`config.mk`:
```
export PLATFORM = sky130hd
export DESIGN_NAME = sseg_scan_driver_flat
export DESIGN_NICKNAME = d
export VERILOG_FILES = /design/src/rtl/sseg_scan_driver_if.sv /design/src/rtl/sseg_scan_driver.sv /design/src/flat_wrapper.sv
export SDC_FILE = /design/constraint.sdc
export NUM_CORES = 1
export LEC_CHECK = 0
export BUFFER_PORTS_ARGS = -buffer_cell sky130_fd_sc_hd__buf_2
export CAP_MARGIN = 5
export CORE_MARGIN = 1.5
export CORE_UTILIZATION = 50
export CTS_CLUSTER_SIZE = 24
export DETAILED_ROUTE_END_ITERATION = 10
export PLACE_DENSITY = 0.72
export SYNTH_ARGS = -nofsm -noshare
export SYNTH_HDL_FRONTEND = slang
export SYNTH_SLANG_ARGS = --single-unit
```
`constraint.sdc`:
```
create_clock -name clk -period 2.6 [get_ports clk]
set_input_delay 0.26 -clock clk [delete_from_list [all_inputs] [get_ports clk]]
set_output_delay 0.26 -clock clk [all_outputs]
set_load 0.02 [all_outputs]
```
`src/rtl/sseg_scan_driver_if.sv`:
```
`default_nettype none
// ============================================================================
// Module   : sseg_scan_driver_if
// Brief    : Result handshake between the ALU and the seven-segment driver.
// Revision : 1.0 - initial release
// ============================================================================
interface sseg_scan_driver_if;
  logic       in_valid;
  logic       in_ready;
  logic [3:0] sum_in;
  logic [3:0] diff_in;

  modport master (
    output in_valid,
    output sum_in,
    output diff_in,
    input  in_ready
  );

  modport slave (
    input  in_valid,
    input  sum_in,
    input  diff_in,
    output in_ready
  );
endinterface
`default_nettype wire

```
`src/rtl/sseg_scan_driver.sv`:
```
`default_nettype none
// ============================================================================
// Module   : sseg_scan_driver
// Brief    : 4-digit common-anode scan driver showing ALU sum and difference.
// Revision : 1.0 - initial release
// ============================================================================
module sseg_scan_driver #(
  parameter int REFRESH_DIV = 100000
) (
  input  wire                   clk,
  input  wire                   reset,
  sseg_scan_driver_if.slave     bus,
  output logic [6:0]            seg,
  output logic [3:0]            an,
  output logic                  frame_tick
);

  localparam int              CNT_W = (REFRESH_DIV > 1) ? $clog2(REFRESH_DIV) : 1;
  localparam logic [CNT_W-1:0] C_TC = CNT_W'(REFRESH_DIV - 1);

  localparam logic [1:0] S_DIG0 = 2'd0;
  localparam logic [1:0] S_DIG1 = 2'd1;
  localparam logic [1:0] S_DIG2 = 2'd2;
  localparam logic [1:0] S_DIG3 = 2'd3;

  localparam logic [6:0] C_BLANK = 7'b1111111;
  localparam logic [6:0] C_MINUS = 7'b0111111;

  logic [CNT_W-1:0] r_presc;
  logic [1:0]       r_state;
  logic [1:0]       w_state_next;
  logic             w_tc;
  logic             w_boundary;

  logic             r_pending;
  logic [3:0]       r_pend_sum;
  logic [3:0]       r_pend_diff;
  logic [3:0]       r_shown_sum;
  logic [3:0]       r_shown_diff;
  logic             w_capture;

  logic             w_tens;
  logic [3:0]       w_ones;
  logic             w_neg;
  logic [3:0]       w_mag;
  logic [6:0]       w_seg_next;
  logic [3:0]       w_an_next;

  logic [6:0]       r_seg;
  logic [3:0]       r_an;
  logic             r_frame_tick;

  function automatic logic [6:0] glyph(input logic [3:0] d);
    logic [6:0] g;
    case (d)
      4'd0:    g = 7'b1000000;
      4'd1:    g = 7'b1111001;
      4'd2:    g = 7'b0100100;
      4'd3:    g = 7'b0110000;
      4'd4:    g = 7'b0011001;
      4'd5:    g = 7'b0010010;
      4'd6:    g = 7'b0000010;
      4'd7:    g = 7'b1111000;
      4'd8:    g = 7'b0000000;
      4'd9:    g = 7'b0010000;
      default: g = C_BLANK;
    endcase
    return g;
  endfunction

  assign w_tc       = (r_presc == C_TC);
  assign w_boundary = w_tc && (r_state == S_DIG3);

  always_ff @(posedge clk) begin
    if (reset) begin
      r_presc <= '0;
    end else if (w_tc) begin
      r_presc <= '0;
    end else begin
      r_presc <= r_presc + 1'b1;
    end
  end

  // Digit scan state: register, next-state, output decode.
  always_ff @(posedge clk) begin
    if (reset) begin
      r_state <= S_DIG0;
    end else begin
      r_state <= w_state_next;
    end
  end

  always_comb begin
    w_state_next = r_state;
    if (w_tc) begin
      case (r_state)
        S_DIG0:  w_state_next = S_DIG1;
        S_DIG1:  w_state_next = S_DIG2;
        S_DIG2:  w_state_next = S_DIG3;
        S_DIG3:  w_state_next = S_DIG0;
        default: w_state_next = S_DIG0;
      endcase
    end
  end

  assign w_tens = (r_shown_sum >= 4'd10);
  assign w_ones = w_tens ? (r_shown_sum - 4'd10) : r_shown_sum;
  assign w_neg  = r_shown_diff[3];
  // Negating -8 wraps back to 4'b1000, which reads correctly as unsigned 8.
  assign w_mag  = w_neg ? (~r_shown_diff + 4'd1) : r_shown_diff;

  always_comb begin
    w_seg_next = C_BLANK;
    w_an_next  = 4'b1111;
    case (r_state)
      S_DIG0: begin
        w_an_next  = 4'b1110;
        w_seg_next = glyph(w_mag);
      end
      S_DIG1: begin
        w_an_next  = 4'b1101;
        w_seg_next = w_neg ? C_MINUS : C_BLANK;
      end
      S_DIG2: begin
        w_an_next  = 4'b1011;
        w_seg_next = glyph(w_ones);
      end
      S_DIG3: begin
        w_an_next  = 4'b0111;
        w_seg_next = w_tens ? glyph(4'd1) : C_BLANK;
      end
      default: begin
        w_an_next  = 4'b1111;
        w_seg_next = C_BLANK;
      end
    endcase
  end

  always_ff @(posedge clk) begin
    if (reset) begin
      r_seg        <= C_BLANK;
      r_an         <= 4'b1111;
      r_frame_tick <= 1'b0;
    end else begin
      r_seg        <= w_seg_next;
      r_an         <= w_an_next;
      r_frame_tick <= w_boundary;
    end
  end

  assign bus.in_ready = ~r_pending;
  assign w_capture    = bus.in_valid && ~r_pending;

  // A capture on the boundary cycle only happens with pending clear, so the
  // shown copy is untouched and the new value waits for the next boundary.
  always_ff @(posedge clk) begin
    if (reset) begin
      r_pending    <= 1'b0;
      r_pend_sum   <= 4'd0;
      r_pend_diff  <= 4'd0;
      r_shown_sum  <= 4'd0;
      r_shown_diff <= 4'd0;
    end else if (w_capture) begin
      r_pending    <= 1'b1;
      r_pend_sum   <= bus.sum_in;
      r_pend_diff  <= bus.diff_in;
    end else if (w_boundary && r_pending) begin
      r_pending    <= 1'b0;
      r_shown_sum  <= r_pend_sum;
      r_shown_diff <= r_pend_diff;
    end
  end

  assign seg        = r_seg;
  assign an         = r_an;
  assign frame_tick = r_frame_tick;

endmodule
`default_nettype wire
```
`src/flat_wrapper.sv`:
```
// flat-port wrapper written by rule: the top's interface ports become plain ports
module sseg_scan_driver_flat 
#(
  parameter int REFRESH_DIV = 100000
)
  (clk, reset, seg, an, frame_tick, bus_in_valid, bus_sum_in, bus_diff_in, bus_in_ready);
  sseg_scan_driver_if bus_i ();
  input  wire clk;
  input  wire reset;
  output logic [6:0] seg;
  output logic [3:0] an;
  output logic frame_tick;
  input wire logic [$bits(bus_i.in_valid)-1:0] bus_in_valid;
  input wire logic [$bits(bus_i.sum_in)-1:0] bus_sum_in;
  input wire logic [$bits(bus_i.diff_in)-1:0] bus_diff_in;
  output wire logic [$bits(bus_i.in_ready)-1:0] bus_in_ready;
  assign bus_i.in_valid = bus_in_valid;
  assign bus_i.sum_in = bus_sum_in;
  assign bus_i.diff_in = bus_diff_in;
  assign bus_in_ready = bus_i.in_ready;
  sseg_scan_driver #(.REFRESH_DIV(REFRESH_DIV)) u_core (.clk(clk), .reset(reset), .bus(bus_i), .seg(seg), .an(an), .frame_tick(frame_tick));
endmodule
```
==> impl_metrics.sql, run 1 <==
INSERT INTO impl_metrics (metric_group, metric, value, unit) VALUES
('sta', 'timing.final.crit_share', '81.37', '%'),
('floorplanning', 'dieWidth', '74.10', 'um'),
('cells_and_area', 'finalInstanceArea', '2726', 'um2'),
('floorplanning', 'die_h', '74.10', 'um'),
('job', 'cap_viol_max_count', '0', ''),
('worst_setup_path', 'r2r-end', 'u_core.seg[3]', ''),
('cts', 'clock_tree.root_cell', 'sky130_fd_sc_hd__clkbuf_8', ''),
('outcome', 'run_status', 'finished, final reports clean', ''),
('yosys', 'syn-num-nets', '314', ''),
('cts', 'worstSkewPairLatency', '0.30', 'ns'),
('drt', 'route.antenna.remaining_nets', '0', ''),
('worst_setup_path', 'setup.reg_to_reg.worst_slack', '0.48', 'ns'),
('yosys', 'synth.top_cell.area_share', '38.02', '%'),
('worst_setup_path', 'worst-setup-path-type', 'reg2reg', ''),
('cells_and_area', 'layout.nets', '330', ''),
('cts', 'cts_resized', '0', ''),
('cts', 'clock_sink_count', '48', ''),
('pwr', 'power.static_leakage', '0.001054', 'uW'),
('sta', 'slew_viol_final', '0', ''),
('drt', 'postRouteWirelength', '4.579', 'mm'),
('cells_and_area', 'drive_above_1_share', '12.46', '%'),
('cts', 'total_cts_buffers', '5', ''),
('pwr', 'power_per_cell_area', '462.2', 'nW/um2'),
('yosys', 'synth_enable_flop_cells', '0', ''),
('floorplanning', 'num_rows', '25', ''),
('drt', 'routed_wire_length_per_instance', '12.31', 'um'),
('cts', 'cts_tree', 'built', ''),
('min_path', 'hold_path.class', 'in2reg', ''),
('worst_setup_path', 'path_max_fanout', '15', ''),
('placed_design', 'port_buffers', '23', ''),
('worst_setup_path', 'critical_path_arrival', '2.30', 'ns'),
('yosys', 'yosys.cell_types.count', '52', ''),
('floorplanning', 'initial_core_util', '52.81', '%'),
('yosys', 'syn_area', '2527', 'um2'),
('cts', 'post_cts_buffers', '0', ''),
('worst_setup_path', 'start_kind', 'flip-flop', ''),
('cts', 'cts_htree_levels', '2', ''),
('yosys', 'average_cell_area_after_synthesis', '8.776', 'um2'),
('yosys', 'synth_flop_cell', 'sky130_fd_sc_hd__dfxtp_1', ''),
('yosys', 'synth_seq_area_share', '38.02', '%'),
('sta', 'max_slew.worst_pin.slew', '0.6454', 'ns'),
('worst_setup_path', 'critical_path.max_stage_delay', '0.57', 'ns'),
('sta', 'rsz0062_at_grt', 'no', ''),
('drt', 'route.detailed.vias_per_inst', '5.331', ''),
('sta', 'finalSetupViolCount', '0', ''),
('grt', 'first_global_vias', '1727', ''),
('yosys', 'synth_top_cells_by_area', 'sky130_fd_sc_hd__dfxtp_1 (38%), sky130_fd_sc_hd__mux2i_1 (7.9%), sky130_fd_sc_hd__ha_1 (7.4%), sky130_fd_sc_hd__nor2_1 (6.8%), sky130_fd_sc_hd__xnor2_1 (4.2%)', ''),
('placed_design', 'pre_cts_ws', '0.5308', 'ns'),
('grt', 'globalRouteTotalUtil', '17.80', '%'),
('drt', 'route.vias.total', '1983', ''),
('sta', 'finalCriticalPeriod', '2.116', 'ns'),
('worst_setup_path', 'worst_setup_path_end_kind', 'flip-flop', ''),
('worst_setup_path', 'worst-endpoint-required', '2.78', 'ns'),
('placed_design', 'place.detailed.hpwl', '3.337', 'mm'),
('cells_and_area', 'area_delta_synth_final', '7.871', '%'),
('grt', 'grt_antenna_before_repair', '0', ''),
('sta', 'setup_slack', '0.4843', 'ns'),
('cts', 'hold_buffers', '0', ''),
('placed_design', 'placement.cell_area', '2641', 'um2'),
('yosys', 'synth-seq-cells', '48', ''),
('sta', 'fin_hold_ws', '0.1902', 'ns'),
('drt', 'drt_iter0_markers', '142', ''),
('worst_setup_path', 'worst_path_max_delay_cell', 'sky130_fd_sc_hd__dfxtp_1', ''),
('sta', 'max_slew_margin', '56.97', '%'),
('drt', 'firstDrtPassIters', '4', ''),
('min_path', 'min-delay-start', 'bus_diff_in[1]', ''),
('yosys', 'netlist_instances', '288', ''),
('yosys', 'yosysWarningCount', '0', ''),
('yosys', 'post-synth-top-count-cell', 'sky130_fd_sc_hd__dfxtp_1', ''),
('cts', 'cts_max_path_buffers', '2', ''),
('placed_design', 'globalplace.congestion', '0.8640', '');
state kept, by name (all words and copies together), names as in the netlist:
signal	cells
u_core.r_pend_diff	4
u_core.r_shown_diff	4
u_core.seg	7
u_core.r_pend_sum	4
u_core.r_presc	17
u_core.r_state	2
u_core.r_shown_sum	4
u_core.an	4
u_core.frame_tick	1
u_core.r_pending	1
cell usage in the layout (no fill, tap or decap), drive strengths merged, types with 3 or more instances in the layout:
| cell type | n |
|---|---|
| dfxtp | 48 |
| nor2 | 46 |
| buf | 25 |
| mux2i | 20 |
| inv | 15 |
| ha | 15 |
| nand2 | 14 |
| o21ai | 13 |
| xnor2 | 12 |
| nand3 | 10 |
| a21oi | 8 |
| nand2b | 7 |
| a31oi | 7 |
| clkbuf | 7 |
| nor3 | 6 |
| and3 | 5 |
| xor2 | 4 |
| nor3b | 3 |
| and4 | 3 |
| and2 | 3 |
logic make-up (layout without fill, tap and decap cells):
kind of cell	Yosys count	count (layout)	synth area share (%)
DFF	48	48	38.02
xor gates and xnor gates	16	16	5.544
adders and majority gates	15	15	7.426
muxes	20	20	7.921
buffers and inverters	31	48	6.188
AOI/OAI and AO/OA	46	46	12.03
and+or+nand+nor	112	112	22.87
power breakdown:
part	total, uW	internal (uW)	leakage, uW	switching [uW]
clock network	430	192	0.0000424	238
registers	762	753	0.000392	8.69
logic	68.3	29.2	0.000620	39.1
total	1260	974	0.00105	286
tightest hold or removal path: stages:
cell,delay (ns)
sky130_fd_sc_hd__buf_2,0.07
sky130_fd_sc_hd__mux2i_1,0.05
sky130_fd_sc_hd__nor2_1,0.07
per-stage QoR:
step	std cells	util (%)	total power [uW]
2_1_floorplan	288	-	827.9
4_1_cts	372	56.97	1274
3_5_place_dp	364	55.19	847.8
6_report	372	56.97	1260
3_3_place_gp	364	55.19	846.6
5_1_grt	372	56.97	1313
worst max path at each step:
stage / startpoint / to / depth (start not counted)
2_1_floorplan: u_core.r_shown_sum[1] / u_core.seg[4] / 9
3_3_place_gp: u_core.r_shown_sum[1] / u_core.seg[4] / 7
3_5_place_dp: u_core.r_shown_sum[1] / u_core.seg[4] / 7
4_1_cts: u_core.r_shown_sum[1] / u_core.seg[4] / 7
5_1_grt: u_core.r_shown_sum[1] / u_core.seg[3] / 7
6_report: u_core.r_shown_sum[1] / u_core.seg[3] / 7
metal layers:
| metal | vias to the layer above | global-route usage [%] | part of all wire, % |
|---|---|---|---|
| met1 | 888 | 24.83 | 51 |
| li1 | 1031 | - | - |
| met5 | - | 0 | 0 |
| met4 | 0 | 6.790 | 1.8 |
| met2 | 52 | 26.98 | 43 |
| met3 | 12 | 3.659 | 4.8 |
final cells by class:
type	instances	area, um2	share of cell area [%]
clock buffer	7	76.32	2.799
clock inverter	1	8.758	0.3212
inverter	15	56.30	2.065
multi-input combinational	209	1410	51.72
sequential	48	960.9	35.25
tap	67	83.83	3.075
timing repair buffer	25	130.1	4.773
Note: power is estimated with default switching activity, not from simulation.
==> inputs of run 2 (changes only) <==
--- a/config.mk
+++ b/config.mk
@@ -5,6 +5,7 @@
 export SDC_FILE = /design/constraint.sdc
 export NUM_CORES = 1
 export LEC_CHECK = 0
+export ABC_AREA = 1
 export BUFFER_PORTS_ARGS = -buffer_cell sky130_fd_sc_hd__buf_2
 export CAP_MARGIN = 5
 export CORE_MARGIN = 1.5
==> constraint.sdc (replaced) <==
create_clock -name clk -period 2 [get_ports clk]
set_input_delay 0.2 -clock clk [delete_from_list [all_inputs] [get_ports clk]]
set_output_delay 0.2 -clock clk [all_outputs]
set_load 0.02 [all_outputs]
==> run 2 against run 1 <==
Effect of this change:
- non-clock buffer count did not move
- critical path type unchanged
- largest cell class unchanged
- maximum frequency rose by 20%
- via count rose by 11%
==> impl_metrics.sql, run 2 <==
INSERT INTO impl_metrics (metric_group, metric, value, unit) VALUES
('floorplanning', 'die_area', '5292', 'um2'),
('grt', 'grt_antenna_before_repair', '0', ''),
('worst_setup_path', 'worst_path_max_delay_cell', 'sky130_fd_sc_hd__dfxtp_1', ''),
('floorplanning', 'dieWidth', '72.75', 'um'),
('cts', 'hold_buffers', '0', ''),
('placed_design', 'dp.cells', '430', ''),
('floorplanning', 'pin_count', '24', ''),
('cells_and_area', 'top_register', 'u_core.r_presc', ''),
('sta', 'slew_viol_final', '0', ''),
('drt', 'route.antenna.remaining_nets', '0', ''),
('cells_and_area', 'antenna-diode-count', '0', ''),
('cts', 'post_cts_buffers', '0', ''),
('yosys', 'synth_async_sr_flop_share', '0', '%'),
('worst_setup_path', 'critical_path.max_stage_delay', '0.39', 'ns'),
('outcome', 'run_status', 'finished, final reports clean', ''),
('sta', 'finalSetupViolCount', '0', ''),
('worst_setup_path', 'start_kind', 'flip-flop', ''),
('cts', 'total_cts_buffers', '5', ''),
('sta', 'timing.final.crit_share', '88.12', '%'),
('pwr', 'power.static_leakage', '0.001274', 'uW'),
('cells_and_area', 'final_cell_mix', 'sky130_fd_sc_hd__nand2_1 (92), sky130_fd_sc_hd__nor2_1 (70), sky130_fd_sc_hd__dfxtp_1 (48)', ''),
('sta', 'fin_hold_ws', '0.1125', 'ns'),
('yosys', 'synth_flop_cell', 'sky130_fd_sc_hd__dfxtp_1', ''),
('sta', 'hold_viol', '0', ''),
('pwr', 'power_per_cell_area', '619.0', 'nW/um2'),
('worst_setup_path', 'timing.critical_path.buf_inv', '1', ''),
('yosys', 'synth_top_cells_by_area', 'sky130_fd_sc_hd__dfxtp_1 (40%), sky130_fd_sc_hd__nand2_1 (14%), sky130_fd_sc_hd__nor2_1 (11%), sky130_fd_sc_hd__ha_1 (7.7%), sky130_fd_sc_hd__inv_1 (5.9%)', ''),
('drt', 'drt_iter0_markers', '87', ''),
('grt', 'globalRouteOverflowTotal', '0', ''),
('yosys', 'synth_largest_area_cell', 'sky130_fd_sc_hd__dfxtp_1', ''),
('cts', 'cts_tree', 'built', ''),
('cts', 'cts_htree_levels', '2', ''),
('drt', 'routed_wire_length_per_instance', '10.68', 'um'),
('yosys', 'synth_seq_area_share', '39.51', '%'),
('placed_design', 'pre_cts_ws', '0.2622', 'ns'),
('cells_and_area', 'layout.cells.most_common', 'sky130_fd_sc_hd__nand2_1', ''),
('worst_setup_path', 'path_max_fanout', '9', ''),
('yosys', 'synth-seq-cells', '48', ''),
('placed_design', 'globalplace.congestion', '0.9007', ''),
('sta', 'max_slew_margin', '72.01', '%'),
('yosys', 'synth.top_cell.area_share', '39.51', '%'),
('drt', 'route.detailed.vias_per_inst', '5.009', ''),
('worst_setup_path', 'cp_top_family', 'simple AND/OR/NAND/NOR gates', ''),
('cells_and_area', 'drive_above_1_share', '9.635', '%'),
('cells_and_area', 'area_delta_synth_final', '10.29', '%'),
('worst_setup_path', 'worst-endpoint-required', '2.26', 'ns'),
('grt', 'grt_pass1_wl', '8.059', 'mm'),
('grt', 'globalRouteTotalUtil', '19.36', '%'),
('worst_setup_path', 'critical_path_arrival', '2.02', 'ns'),
('min_path', 'hold_path.class', 'in2reg', ''),
('pwr', 'ir_drop_worst_case_vdd', '467.3', 'uV'),
('worst_setup_path', 'timing.critical_path.mode_cell', 'sky130_fd_sc_hd__nand2_1', ''),
('yosys', 'syn_area', '2432', 'um2'),
('cts', 'clock_tree.root_cell', 'sky130_fd_sc_hd__clkbuf_8', ''),
('sta', 'finalCriticalPeriod', '1.762', 'ns'),
('yosys', 'synth_enable_flop_cells', '0', ''),
('grt', 'grt_max_degree', '19', ''),
('drt', 'route.vias.total', '2194', ''),
('cells_and_area', 'layout.nets', '409', ''),
('drt', 'post-route-drc-count', '0', ''),
('yosys', 'yosys.cell_types.count', '24', ''),
('sta', 'total_neg_setup_slack', '0', 'ns'),
('yosys', 'netlist_instances', '355', ''),
('cts', 'worst_setup_hold_path_clk_slew', '0.09', 'ns'),
('cts', 'worstSkewPairLatency', '0.31', 'ns'),
('job', 'cap_viol_max_count', '0', ''),
('placed_design', 'port_buffers', '23', ''),
('floorplanning', 'initial_core_util', '51.84', '%'),
('placed_design', 'place.detailed.hpwl', '3.494', 'mm'),
('yosys', 'yosysWarningCount', '0', ''),
('yosys', 'syn-num-nets', '381', ''),
('cells_and_area', 'number_of_flip_flops_under_the_largest_register_name', '17', ''),
('grt', 'first_global_vias', '1924', ''),
('floorplanning', 'design.core.area', '4692', 'um2'),
('cts', 'cts_max_path_buffers', '2', ''),
('drt', 'postRouteWirelength', '4.679', 'mm'),
('worst_setup_path', 'list_of_cells_traversed_by_the_critical_path', 'inv_1 > ha_1 > nand2_1 > nand2_2 > nand3_1 > nor2_1 > nor2_1 > nand2_1 > nand2_1 > nand2_1 > nand2_1', ''),
('sta', 'max_slew.worst_pin.slew', '0.4189', 'ns'),
('worst_setup_path', 'worst-setup-path-type', 'reg2reg', ''),
('pwr', 'fin_total_pwr', '1660', 'uW'),
('cts', 'clock_sink_count', '48', ''),
('sta', 'timing.fmax', '567.4', 'MHz'),
('sta', 'clock-skew-final', '0.008905', 'ns'),
('sta', 'setup_slack', '0.2377', 'ns'),
('yosys', 'post-synth-top-count-cell', 'sky130_fd_sc_hd__nand2_1', ''),
('floorplanning', 'die_h', '72.75', 'um'),
('worst_setup_path', 'worst_setup_path_end_kind', 'flip-flop', ''),
('drt', 'firstDrtPassIters', '4', ''),
('cells_and_area', 'layoutNonFillerInstCount', '438', ''),
('cts', 'cts_resized', '0', ''),
('sta', 'rsz0062_at_grt', 'no', ''),
('floorplanning', 'num_rows', '25', ''),
('yosys', 'synth_commonest_cells', 'sky130_fd_sc_hd__nand2_1 (92), sky130_fd_sc_hd__nor2_1 (70), sky130_fd_sc_hd__dfxtp_1 (48)', ''),
('yosys', 'average_cell_area_after_synthesis', '6.852', 'um2');
==> run 2: cell types whose count changed after synthesis, moves of 7 or more <==
cell,previous run,this run
sky130_fd_sc_hd__nand2_1,14,92
sky130_fd_sc_hd__xnor2_1,12,0
sky130_fd_sc_hd__nand3_1,9,17
sky130_fd_sc_hd__a21oi_1,8,18
sky130_fd_sc_hd__a31oi_1,7,0
sky130_fd_sc_hd__nand2b_1,7,0
sky130_fd_sc_hd__o21ai_0,11,21
sky130_fd_sc_hd__inv_1,15,38
sky130_fd_sc_hd__nor2_1,46,70
sky130_fd_sc_hd__mux2i_1,20,0
==> run 2: final timing paths <==
path / startpoint / to / slack, ns / depth (start not counted)
worst min register to register: u_core.r_presc[0] / u_core.r_presc[0] / 0.45 / 1
worst min-delay path: bus_diff_in[3] / u_core.r_pend_diff[3] / 0.11 / 3
worst max register to register: u_core.r_shown_sum[1] / u_core.seg[0] / 0.24 / 11
worst max-delay path: u_core.r_shown_sum[1] / u_core.seg[0] / 0.24 / 11
==> run 2: metrics by stage <==
step                      util (%)  instance area, um2
final                        57.17                2683
after global routing         57.17                2683
after CTS                    57.17                2683
after detailed placement     55.28                2594
after global placement       55.28                2594
after floorplan                  -                2432
==> run 2: cell families after synthesis <==
| group | after synthesis | share of synthesized area, % |
|---|---|---|
| simple gates | 204 | 35.13 |
| xor+xnor | 2 | 0.7203 |
| buf+inv | 42 | 7.356 |
| fa+ha+maj | 15 | 7.716 |
| compound gates | 44 | 9.568 |
| flops | 48 | 39.51 |
==> run 2: report_power, final <==
part | switching [uW] | leakage [uW] | internal [uW]
registers | 12.9 | 0.000392 | 981
logic | 56.1 | 0.000840 | 33.6
clock network | 328 | 0.0000414 | 249
total | 397 | 0.00127 | 1260
==> run 2: metal layers <==
layer / vias to the layer above / part of all wire, % / global-route usage, % / wire length [um]
met5: - / 0 / 0 / 0
li1: 1183 / - / - / -
met3: 10 / 3.2 / 4.282 / 152
met2: 35 / 43 / 29.87 / 2014
met1: 966 / 51 / 25.95 / 2403
met4: 0 / 2.4 / 8.595 / 110
==> run 2: layout make-up <==
class,instances,area (um2)
clock inverter,2,16.27
sequential,48,960.9
clock buffer,6,72.57
inverter,38,142.6
fill,464,2009
timing repair buffer,25,130.1
tap,54,67.56
multi-input combinational,265,1292
==> run 2: tightest hold or removal path, stage by stage <==
cell                     delay (ns)
sky130_fd_sc_hd__buf_2         0.07
sky130_fd_sc_hd__nor2_1        0.03
sky130_fd_sc_hd__nor2_1        0.08
